--- config.mk ---
export PLATFORM = sky130hd
export DESIGN_NAME = wb_arbiter
export DESIGN_NICKNAME = d
export VERILOG_FILES = /design/src/rtl/wb_arbiter.sv
export SDC_FILE = /design/constraint.sdc
export NUM_CORES = 1
export LEC_CHECK = 0
export ABC_AREA = 0
export BUFFER_PORTS_ARGS = -buffer_cell sky130_fd_sc_hd__buf_2
export CAP_MARGIN = 20
export CORE_UTILIZATION = 50
export CTS_CLUSTER_SIZE = 40
export DETAILED_ROUTE_END_ITERATION = 8
export GPL_TIMING_DRIVEN = 0
export PLACE_DENSITY = 0.8
export SLEW_MARGIN = 20
export SYNTH_ARGS = -nofsm -noshare
export SYNTH_HDL_FRONTEND = slang
export SYNTH_SLANG_ARGS = --single-unit
--- constraint.sdc ---
create_clock -name clk -period 11 [get_ports clk]
set_input_delay 0.55 -clock clk [delete_from_list [all_inputs] [get_ports clk]]
set_output_delay 0.55 -clock clk [all_outputs]
set_load 0.05 [all_outputs]
--- src/rtl/wb_arbiter.sv ---
`default_nettype none
// ---------------------------------------------------------------------------
// wb_arbiter: shares the register-file write port between ALU/LSU/MUL/DIV.
// Rev 1.0
// ---------------------------------------------------------------------------
module wb_arbiter #(
  parameter int XLEN          = 32,
  parameter int REG_WIDTH     = 5,
  parameter int DIV_BUF_DEPTH = 2,
  parameter int STARVE_LIMIT  = 8
) (
  input  logic                 clk,
  input  logic                 rst,
  input  logic                 flush,
  input  logic                 alu_valid,
  input  logic [REG_WIDTH-1:0] alu_rd,
  input  logic [XLEN-1:0]      alu_data,
  input  logic                 lsu_valid,
  input  logic [REG_WIDTH-1:0] lsu_rd,
  input  logic [XLEN-1:0]      lsu_data,
  input  logic                 mul_valid,
  input  logic [REG_WIDTH-1:0] mul_rd,
  input  logic [XLEN-1:0]      mul_data,
  input  logic                 div_valid,
  output logic                 div_ready,
  input  logic [REG_WIDTH-1:0] div_rd,
  input  logic [XLEN-1:0]      div_data,
  output logic                 wb_wr_en,
  output logic [REG_WIDTH-1:0] wb_rd,
  output logic [XLEN-1:0]      wb_wr_data,
  output logic                 div_done,
  output logic                 starve_req,
  output logic                 collision_err
);

  localparam int PTR_W = (DIV_BUF_DEPTH > 1) ? $clog2(DIV_BUF_DEPTH) : 1;
  localparam int OCC_W = $clog2(DIV_BUF_DEPTH + 1);
  localparam int STV_W = $clog2(STARVE_LIMIT + 1);
  localparam logic [OCC_W-1:0] DEPTH_V = OCC_W'(DIV_BUF_DEPTH);
  localparam logic [STV_W-1:0] LIMIT_V = STV_W'(STARVE_LIMIT);

  logic [REG_WIDTH-1:0] buf_rd   [DIV_BUF_DEPTH];
  logic [XLEN-1:0]      buf_data [DIV_BUF_DEPTH];
  logic [PTR_W-1:0]     wr_ptr;
  logic [PTR_W-1:0]     rd_ptr;
  logic [OCC_W-1:0]     occ;
  logic [STV_W-1:0]     starve_cnt;
  logic [STV_W-1:0]     starve_cnt_nxt;

  logic                 fixed_any;
  logic                 multi_valid;
  logic                 buf_empty;
  logic                 buf_full;
  logic                 div_pop;
  logic                 div_push;
  logic                 win_valid;
  logic [REG_WIDTH-1:0] win_rd;
  logic [XLEN-1:0]      win_data;
  logic                 win_write;

  assign fixed_any   = alu_valid | lsu_valid | mul_valid;
  assign multi_valid = (alu_valid & lsu_valid) | (alu_valid & mul_valid) |
                       (lsu_valid & mul_valid);
  assign buf_empty   = (occ == '0);
  assign buf_full    = (occ == DEPTH_V);
  assign div_pop     = !flush && !fixed_any && !buf_empty;
  assign div_ready   = !buf_full || div_pop;
  assign div_push    = div_valid && div_ready && !flush;

  // Fixed pipes cannot stall, so DIV only ever takes otherwise idle slots.
  always_comb begin
    win_valid = 1'b0;
    win_rd    = '0;
    win_data  = '0;
    if (mul_valid) begin
      win_valid = 1'b1;
      win_rd    = mul_rd;
      win_data  = mul_data;
    end else if (lsu_valid) begin
      win_valid = 1'b1;
      win_rd    = lsu_rd;
      win_data  = lsu_data;
    end else if (alu_valid) begin
      win_valid = 1'b1;
      win_rd    = alu_rd;
      win_data  = alu_data;
    end else if (div_pop) begin
      win_valid = 1'b1;
      win_rd    = buf_rd[rd_ptr];
      win_data  = buf_data[rd_ptr];
    end
  end

  assign win_write = win_valid && (win_rd != '0);

  always_comb begin
    starve_cnt_nxt = starve_cnt;
    if (flush || div_pop || buf_empty) begin
      starve_cnt_nxt = '0;
    end else if (starve_cnt != LIMIT_V) begin
      starve_cnt_nxt = starve_cnt + STV_W'(1);
    end
  end

  // Storage is not reset; occupancy alone decides what is valid.
  always_ff @(posedge clk) begin
    if (div_push) begin
      buf_rd[wr_ptr]   <= div_rd;
      buf_data[wr_ptr] <= div_data;
    end
  end

  always_ff @(posedge clk or negedge rst) begin
    if (!rst) begin
      wr_ptr <= '0;
      rd_ptr <= '0;
      occ    <= '0;
    end else if (flush) begin
      wr_ptr <= '0;
      rd_ptr <= '0;
      occ    <= '0;
    end else begin
      if (div_push) wr_ptr <= wr_ptr + PTR_W'(1);
      if (div_pop)  rd_ptr <= rd_ptr + PTR_W'(1);
      case ({div_push, div_pop})
        2'b10:   occ <= occ + OCC_W'(1);
        2'b01:   occ <= occ - OCC_W'(1);
        default: occ <= occ;
      endcase
    end
  end

  always_ff @(posedge clk or negedge rst) begin
    if (!rst) begin
      wb_wr_en      <= 1'b0;
      wb_rd         <= '0;
      wb_wr_data    <= '0;
      div_done      <= 1'b0;
      starve_req    <= 1'b0;
      collision_err <= 1'b0;
      starve_cnt    <= '0;
    end else begin
      wb_wr_en      <= win_write;
      wb_rd         <= win_write ? win_rd : '0;
      wb_wr_data    <= win_write ? win_data : '0;
      div_done      <= div_pop;
      starve_cnt    <= starve_cnt_nxt;
      starve_req    <= (starve_cnt_nxt == LIMIT_V);
      collision_err <= collision_err | multi_valid;
    end
  end

endmodule
`default_nettype wire

==> results.md, run 1 <==
* Layout Cells excl Fill at 817
* Std cell rows at 38
* CTS max path bufs at 2
* Sw Share at 25.3%
* Synth cell types at 40
* Cells after DPL at between 700 and 800
* Worst skew pair latency at 0.51 ns
* # nets final at 821
* Power share of the combinational group at 14.9%
* Smallest hold slack at 0.0849 ns
* Max Freq at 375 MHz
* Max-cap violations at 0
* Diode count at 0
* RSZ-0062 raised after global routing: no
* Clk_skew at ~0.0082 ns
* Crit path DAT at about 2.9 ns
* Worst-path clk slew at 0.06 ns
* Synth warn at 0
* CTS buffer count at 17
* Pre-antenna DRT Iters at 5
* Worst path max stage delay at slightly above 0.6 ns
* Maximum vdd ir drop at 0.119 mV
* Final Core Density at 68.3%
* ANT nets after route at 0
* First-pass GRT wire length at between 20 and 25 mm
* Initial Util at 51.5%
* R2R Setup Slk at ~8.5 ns
* Mapped cell area at ~0.0056 sq mm
* Async SR Flop Fraction at between 30% and 40%
* Total gr overflow at 0
* Vias in the first global route at 4715
* Post-synth EDFFs at 74
* Wirelength per Cell at around 19 um
* Drc violations at 0
* Clk pwr share at 43.5%
* Cells after Synth at 442
* Initial antenna violation count at 1
* Worst endpoint required time at 11.21 ns
* CP endpoint kind: flip-flop
* Worst setup path class: in -> reg
* Post-Layout Inst Area at approximately 0.0074 sq mm
* Ys flop type: edfxtp_1
* Class of the worst hold path: in -> async
* IO Pins at 197
* Die height at 108 um
* CTS Root Cell: clkbuf_8
* Worst-path cell chain: buf_2 > buf_2 > or3_4 > buf_6 > o21ba_1 > inv_1 > nand2_1 > nor3b_2 > buf_6 > buf_4
* Int Power at 943 uW
* Clock sinks at 123
* Iter 0 DRT Violations at 303
* CP Buf/Inv Count at 6
* Register share of total power at 41.6%
* Outcome: complete, no violations
* Max_slew headroom at 41.7%
* Worst-Margin Slew at 0.867 ns
* Final hold violations at 0
* IO Port Bufs at 195
* Setup TNS at 0 ns
* Crit-path slowest cell: nor3b_2
* Max-slew violation count at 0
* Syn_nets at around 600
* Cts hold-fix bufs at 0
* Final period util at 24.2%
* P_sw at 320 uW
* Worst r2r path cells at 7
* Routed WL at roughly 15 mm
* CP top delay family: simple AND/OR/NAND/NOR gates
* CP startpoint kind: primary input
* Post-CTS sizing at 0
* Die width at around 110 um
* Crit Reg-Reg Startpoint: occ[0]
* Register bit count reported by yosys at 123
* Postcts setup bufs at 0
* Core area at approximately 0.011 sq mm
* Synthesized area per cell at 12.7 sq um
* Vias post-DR at 4669
* PwrDens at 170 mW/mm^2
* Die Area at 0.0116 sq mm
* HPWL Detailed at 10.9 mm
* TritonCTS clock tree: done
* Vias per cell at about 5.7
* R2R Path End: buf_data[1][13]
* Post-synthesis sequential area ratio at 61.5%
* Leakage power at 3.07 nW
* Final GP Congestion at 0.795
* Largest net degree at the start of global routing at 50
* CP max FO at 10
* Final min period at 2.67 ns
* Final setup violation count at 0
* H-tree depth at 4
* Area after DPL at 0.00685 sq mm
* Layout area overhead at 32.6%
* Overall routing resource usage at 27.6%
* Layout cells sized above 1 at 38.1%
[routing by layer]
metal	GRT usage [%]	vias to the layer above	part of all wire, %	routed length (um)
met5	0	-	0	0
met4	12.2	0	1.8	276
met3	6.75	30	8.2	1270
met2	47.2	255	51	7780
met1	33.1	2230	39	6080
li1	-	2154	-	-
[registers in the layout, indices dropped and copies added, names as in the netlist]
signal,count
buf_data,64
buf_rd,10
collision_err,1
div_done,1
occ,2
rd_ptr,1
starve_cnt,4
starve_req,1
wb_rd,5
wb_wr_data,32
wb_wr_en,1
wr_ptr,1
[per-stage QoR]
| stage | power [mW] | setup WS [ns] |
|---|---|---|
| 2_1_floorplan | 0.648 | 5.88 |
| 3_3_place_gp | 0.714 | 4.45 |
| 3_5_place_dp | 0.721 | 7.81 |
| 4_1_cts | 1.27 | 8.33 |
| 5_1_grt | 1.30 | 8.16 |
| 6_report | 1.26 | 8.33 |
[cells in the mapped netlist, types with 2 or more instances]
| library cell | instances | area, sq um |
|---|---|---|
| a31oi_1 | 34 | 213 |
| o31ai_1 | 32 | 240 |
| dfrtp_1 | 49 | 1230 |
| nand3_1 | 3 | 15.0 |
| a22o_1 | 32 | 280 |
| nor2_1 | 8 | 30.0 |
| a2bb2oi_1 | 2 | 17.5 |
| a21oi_1 | 7 | 35.0 |
| mux2i_1 | 36 | 360 |
| o21bai_1 | 2 | 15.0 |
| nor2b_1 | 7 | 43.8 |
| buf_2 | 19 | 95.1 |
| clkbuf_1 | 17 | 63.8 |
| nand2_1 | 5 | 18.8 |
| edfxtp_1 | 74 | 2220 |
| or3_1 | 2 | 12.5 |
| nor3_1 | 38 | 190 |
| a221oi_1 | 2 | 17.5 |
| a21o_1 | 5 | 37.5 |
| inv_1 | 7 | 26.3 |
| o21ai_0 | 3 | 15.0 |
| nand3b_1 | 5 | 37.5 |
| nand2b_1 | 35 | 219 |
| ha_1 | 2 | 25.0 |
[worst max-delay path by stage]
| stage | from | to | slack [ns] | depth (start not counted) |
|---|---|---|---|---|
| finish | lsu_valid | buf_data[1][13] | 8.33 | 10 |
| global route | occ[0] | div_ready | 8.16 | 4 |
| CTS | lsu_valid | buf_data[1][13] | 8.33 | 10 |
| detailed placement | lsu_valid | buf_data[1][14] | 7.81 | 10 |
| global placement | lsu_valid | buf_data[1][8] | 4.45 | 8 |
| floorplan | lsu_valid | buf_data[1][0] | 5.88 | 7 |
[area by class of cell]
type,instances,area (sq um)
clock inverter,8,119
sequential,123,3450
fill,814,3450
timing repair buffer,203,1050
inverter,7,26.3
tap,140,175
multi-input combinational,274,1970
clock buffer,24,470
buffer,38,174
[power groups by stage]
stage	clock, mW	combinational (mW)	sequential, mW
finish	0.550	0.188	0.525
global route	0.575	0.201	0.527
detailed placement	0	0.188	0.533
CTS	0.553	0.189	0.525
global placement	0	0.180	0.534
floorplan	0	0.0657	0.582
[worst register-to-register path: cells and delay by family (launching register included)]
family,cells,cell delay (ns)
buf+inv,3,0.54
compound gates,2,0.56
flops,1,0.43
simple gates,2,0.71
[cells by family (layout without fill, tap and decap cells)]
family                   Yosys count  after routing  synth area share [%]
AND/OR/NAND/NOR                  110            110                  11.2
buffers and inverters             45            280                  3.57
flip-flops                       123            123                  61.5
XOR/XNOR                           2              2                 0.312
adder cells (fa/ha/maj)            2              2                 0.446
AO/OA/AOI/OAI                    123            123                  16.4
multiplexers                      37             37                  6.62
[layout by cell type (no fill, tap or decap), drive strengths merged, types with 9 or more instances in the layout]
master	Yosys	routed
buf	21	224
edfxtp	74	74
dfrtp	49	49
clkbuf	17	41
nor3	38	38
mux2i	36	36
nand2b	35	35
a31oi	34	34
a22o	32	32
o31ai	32	32
nor2	9	9
Power figures use the tool's default switching activity.
==> inputs of run 2 (changes only) <==
--- a/config.mk
+++ b/config.mk
@@ -8,11 +8,11 @@
 export ABC_AREA = 0
 export BUFFER_PORTS_ARGS = -buffer_cell sky130_fd_sc_hd__buf_2
 export CAP_MARGIN = 20
-export CORE_UTILIZATION = 50
+export CORE_UTILIZATION = 45
 export CTS_CLUSTER_SIZE = 40
 export DETAILED_ROUTE_END_ITERATION = 8
 export GPL_TIMING_DRIVEN = 0
-export PLACE_DENSITY = 0.8
+export PLACE_DENSITY = 0.76
 export SLEW_MARGIN = 20
 export SYNTH_ARGS = -nofsm -noshare
 export SYNTH_HDL_FRONTEND = slang
==> constraint.sdc (replaced) <==
create_clock -name clk -period 2.2 [get_ports clk]
set_input_delay 0.11 -clock clk [delete_from_list [all_inputs] [get_ports clk]]
set_output_delay 0.11 -clock clk [all_outputs]
set_load 0.05 [all_outputs]
==> run 2 against run 1 <==
Sequential share of layout area is 3.5 points lower; critical path depth is 3 lower; register-to-register slack worse by 8.3 ns; via count is 3.9% higher; worst hold slack worse by 0.041 ns; critical path type is now reg -> reg; critical endpoint is now wb_wr_data[16].
==> results.md, run 2 (synthesized netlist as in run 1, its figures left out) <==
* Outcome: complete, no violations (unchanged)
* R2R Setup Slk at 0.20 ns (was 8.45 ns)
* Initial antenna violation count at 1 (unchanged)
* Max FFs per register at 64 (unchanged)
* Worst setup path class: reg -> reg (was in -> reg)
* Max Freq at ~500 MHz
* R2R Path End: wb_wr_data[16] (was buf_data[1][13])
* Sw Share at 24.9% (was 25.3%)
* Cells after DPL at 810 (was 785)
* Met3 WL at 1.06 mm (was 1.27 mm)
* Post-Layout Inst Area at 0.00804 sq mm (was 0.00744 sq mm)
* Total gr overflow at 0 (unchanged)
* Clk_skew at 0.0238 ns (was 0.00821 ns)
* Vias in the first global route at 4905 (was 4715)
* Overall routing resource usage at 26.3% (was 27.6%)
* M1 WL at 6.52 mm (was 6.08 mm)
* Biggest regs: buf_data: 64 flops, wb_wr_data: 32 flops, buf_rd: 10 flops (unchanged)
* Wirelength per Cell at 18.3 um (was 18.9 um)
* Crit path DAT at 2.29 ns (was 2.88 ns)
* Worst endpoint required time at 2.49 ns (was 11.21 ns)
* Max-slew violation count at 0 (unchanged)
* RSZ-0062 raised after global routing: no (unchanged)
* Worst hold start: mul_data[26]
* Leakage power at 3.29 nW (was 3.07 nW)
* Max-cap violations at 0 (unchanged)
* Max_slew headroom at 46.0% (was 41.7%)
* Maximum vdd ir drop at 0.527 mV (was 0.119 mV)
* Area after DPL at 0.00693 sq mm (was 0.00685 sq mm)
* Std cell rows at 40 (was 38)
* Core area at 0.0121 sq mm (was 0.0109 sq mm)
* Pre-antenna DRT Iters at 5 (unchanged)
* CTS buffer count at 17 (unchanged)
* Power share of the combinational group at 15.7% (was 14.9%)
* Final min period at 2.00 ns
* Vias per cell at 5.47 (was 5.71)
* CP startpoint kind: flip-flop (was primary input)
* First-pass GRT wire length at 25.0 mm (was 23.5 mm)
* Worst skew pair latency at 0.42 ns (was 0.51 ns)
* Die Area at 0.0129 sq mm (was 0.0116 sq mm)
* P_sw at 1.64 mW (was 320 uW)
* Int Power at 4.95 mW (was 943 uW)
* Layout area overhead at 43.2% (was 32.6%)
* Die height at 114 um (was 108 um)
* Clk pwr share at 44.5% (was 43.5%)
* Layout Cells excl Fill at 887 (was 817)
* # nets final at 862 (was 821)
* HPWL Detailed at 11.1 mm (was 10.9 mm)
* Initial Util at 46.5% (was 51.5%)
* IO Port Bufs at 195 (unchanged)
* PwrDens at 821 mW/mm^2 (was 170 mW/mm^2)
* Routed WL at 16.2 mm (was 15.4 mm)
* Iter 0 DRT Violations at 216 (was 303)
* Final hold violations at 0 (unchanged)
* Critical Path End: wb_wr_data[16] (was buf_data[1][13])
* Worst r2r path cells at 7 (unchanged)
* Drc violations at 0 (unchanged)
* Register area at 0.00345 sq mm (unchanged)
* # fillers at 911 (was 814)
* Class of the worst hold path: in -> reg (was in -> async)
* Final GP Congestion at 0.838 (was 0.795)
* ANT nets after route at 0 (unchanged)
* Vias post-DR at 4853 (was 4669)
* Biggest register: buf_data (unchanged)
* Largest net degree at the start of global routing at 50 (unchanged)
* Final period util at a little over 90%
* Commonest non-fill, non-tap cell in the layout: buf_2 (unchanged)
* Layout cells sized above 1 at 37.0% (was 38.1%)
* Final Core Density at 66.6% (was 68.3%)
* Final setup violation count at 0 (unchanged)
* Max layer used: met4 (unchanged)
* CTS max path bufs at 2 (unchanged)
* IO Pins at 197 (unchanged)
* Crit Reg-Reg Startpoint: rd_ptr (was occ[0])
* Commonest non-fill, non-tap cells in the layout: buf_2, edfxtp_1, dfrtp_1 (unchanged)
* TritonCTS clock tree: done (unchanged)
* Die width at 114 um (was 108 um)
* Worst-Margin Slew at 0.804 ns (was 0.867 ns)
* CP endpoint kind: flip-flop (unchanged)
* Clock sinks at 123 (unchanged)
* DR WL met2 at 8.22 mm (was 7.78 mm)
* CTS Root Cell: clkbuf_16 (was clkbuf_8)
* CP max FO at 10 (unchanged)
* Register share of total power at 39.9% (was 41.6%)
* Multi-input gate area at 0.00202 sq mm (was 0.00197 sq mm)
* H-tree depth at 4 (unchanged)
* Critical Path Source: rd_ptr (was lsu_valid)
* Worst-path clk slew at 0.05 ns (was 0.06 ns)
run 2: cell types whose count changed in the layout (fill, tap and decap cells not counted), sizes merged:
cell	previous run	this run
dlygate4sd3	0	38
clkinv	3	4
bufinv	3	4
clkinvlp	2	1
buf	224	226
clkbuf	41	42
inv	7	6
diode	0	1
run 2: power groups by stage:
stage          Combinational, mW  Sequential, mW  Clock, mW
5_1_grt                     1.10            2.64       3.08
3_3_place_gp               0.913            2.67          0
3_5_place_dp               0.957            2.67          0
6_report                    1.03            2.63       2.93
2_1_floorplan              0.339            2.91          0
4_1_cts                     1.03            2.63       2.96
run 2: routing by layer:
layer	GRT usage (%)	up-vias
met1	31.8	2342
met2	44.1	235
li1	-	2236
met4	12.7	0
met5	0	-
met3	6.54	40
run 2: worst min path at each step:
stage,cells after the start,slack (ns),to
after floorplan,0,-0.19,collision_err
after global placement,1,0.30,buf_data[0][9]
after detailed placement,1,0.19,wb_rd[4]
after CTS,4,0.04,wb_wr_data[26]
after global routing,4,0.05,wb_wr_data[19]
final,4,0.04,wb_wr_data[26]
run 2: final cells by class:
type | count | share of cell area [%]
diodes | 1 | 0.0311
plain buffers | 38 | 2.32
well taps | 168 | 2.62
inverters | 7 | 0.374
clock inverters | 8 | 1.74
repair buffers | 244 | 18.8
multi-input cells | 274 | 25.2
clock buffers | 24 | 5.99
flip-flops and latches | 123 | 42.9
run 2: critical path, stage by stage, from the launching register on:
cell and delay, ns:
dfrtp_1 0.42, clkbuf_4 0.28, mux2i_1 0.20, nor3_1 0.11
o41ai_4 0.29, buf_4 0.20, buf_2 0.25, a31oi_1 0.12
run 2: what timing repair did:
item | 4_1_cts | 5_1_grt
endpoints found under the setup margin | 95 | 23
hold buffers | 38 | 0
gates resized for setup | 2 | 2
setup buffers | 6 | 0
hold endpoints to repair | 123 | 0
pin swaps | 3 | 0
run 2: per-stage QoR:
| step | setup TNS [ns] | total power [mW] | setup WS [ns] | hold WS, ns |
|---|---|---|---|---|
| after floorplan | -28.31 | 3.25 | -0.434 | -0.186 |
| after global placement | -76.84 | 3.59 | -1.06 | 0.298 |
| after detailed placement | -18.89 | 3.63 | -0.261 | 0.190 |
| after CTS | 0 | 6.61 | 0.0119 | 0.0414 |
| after global routing | 0 | 6.82 | 0.0306 | 0.0528 |
| final | 0 | 6.59 | 0.198 | 0.0434 |
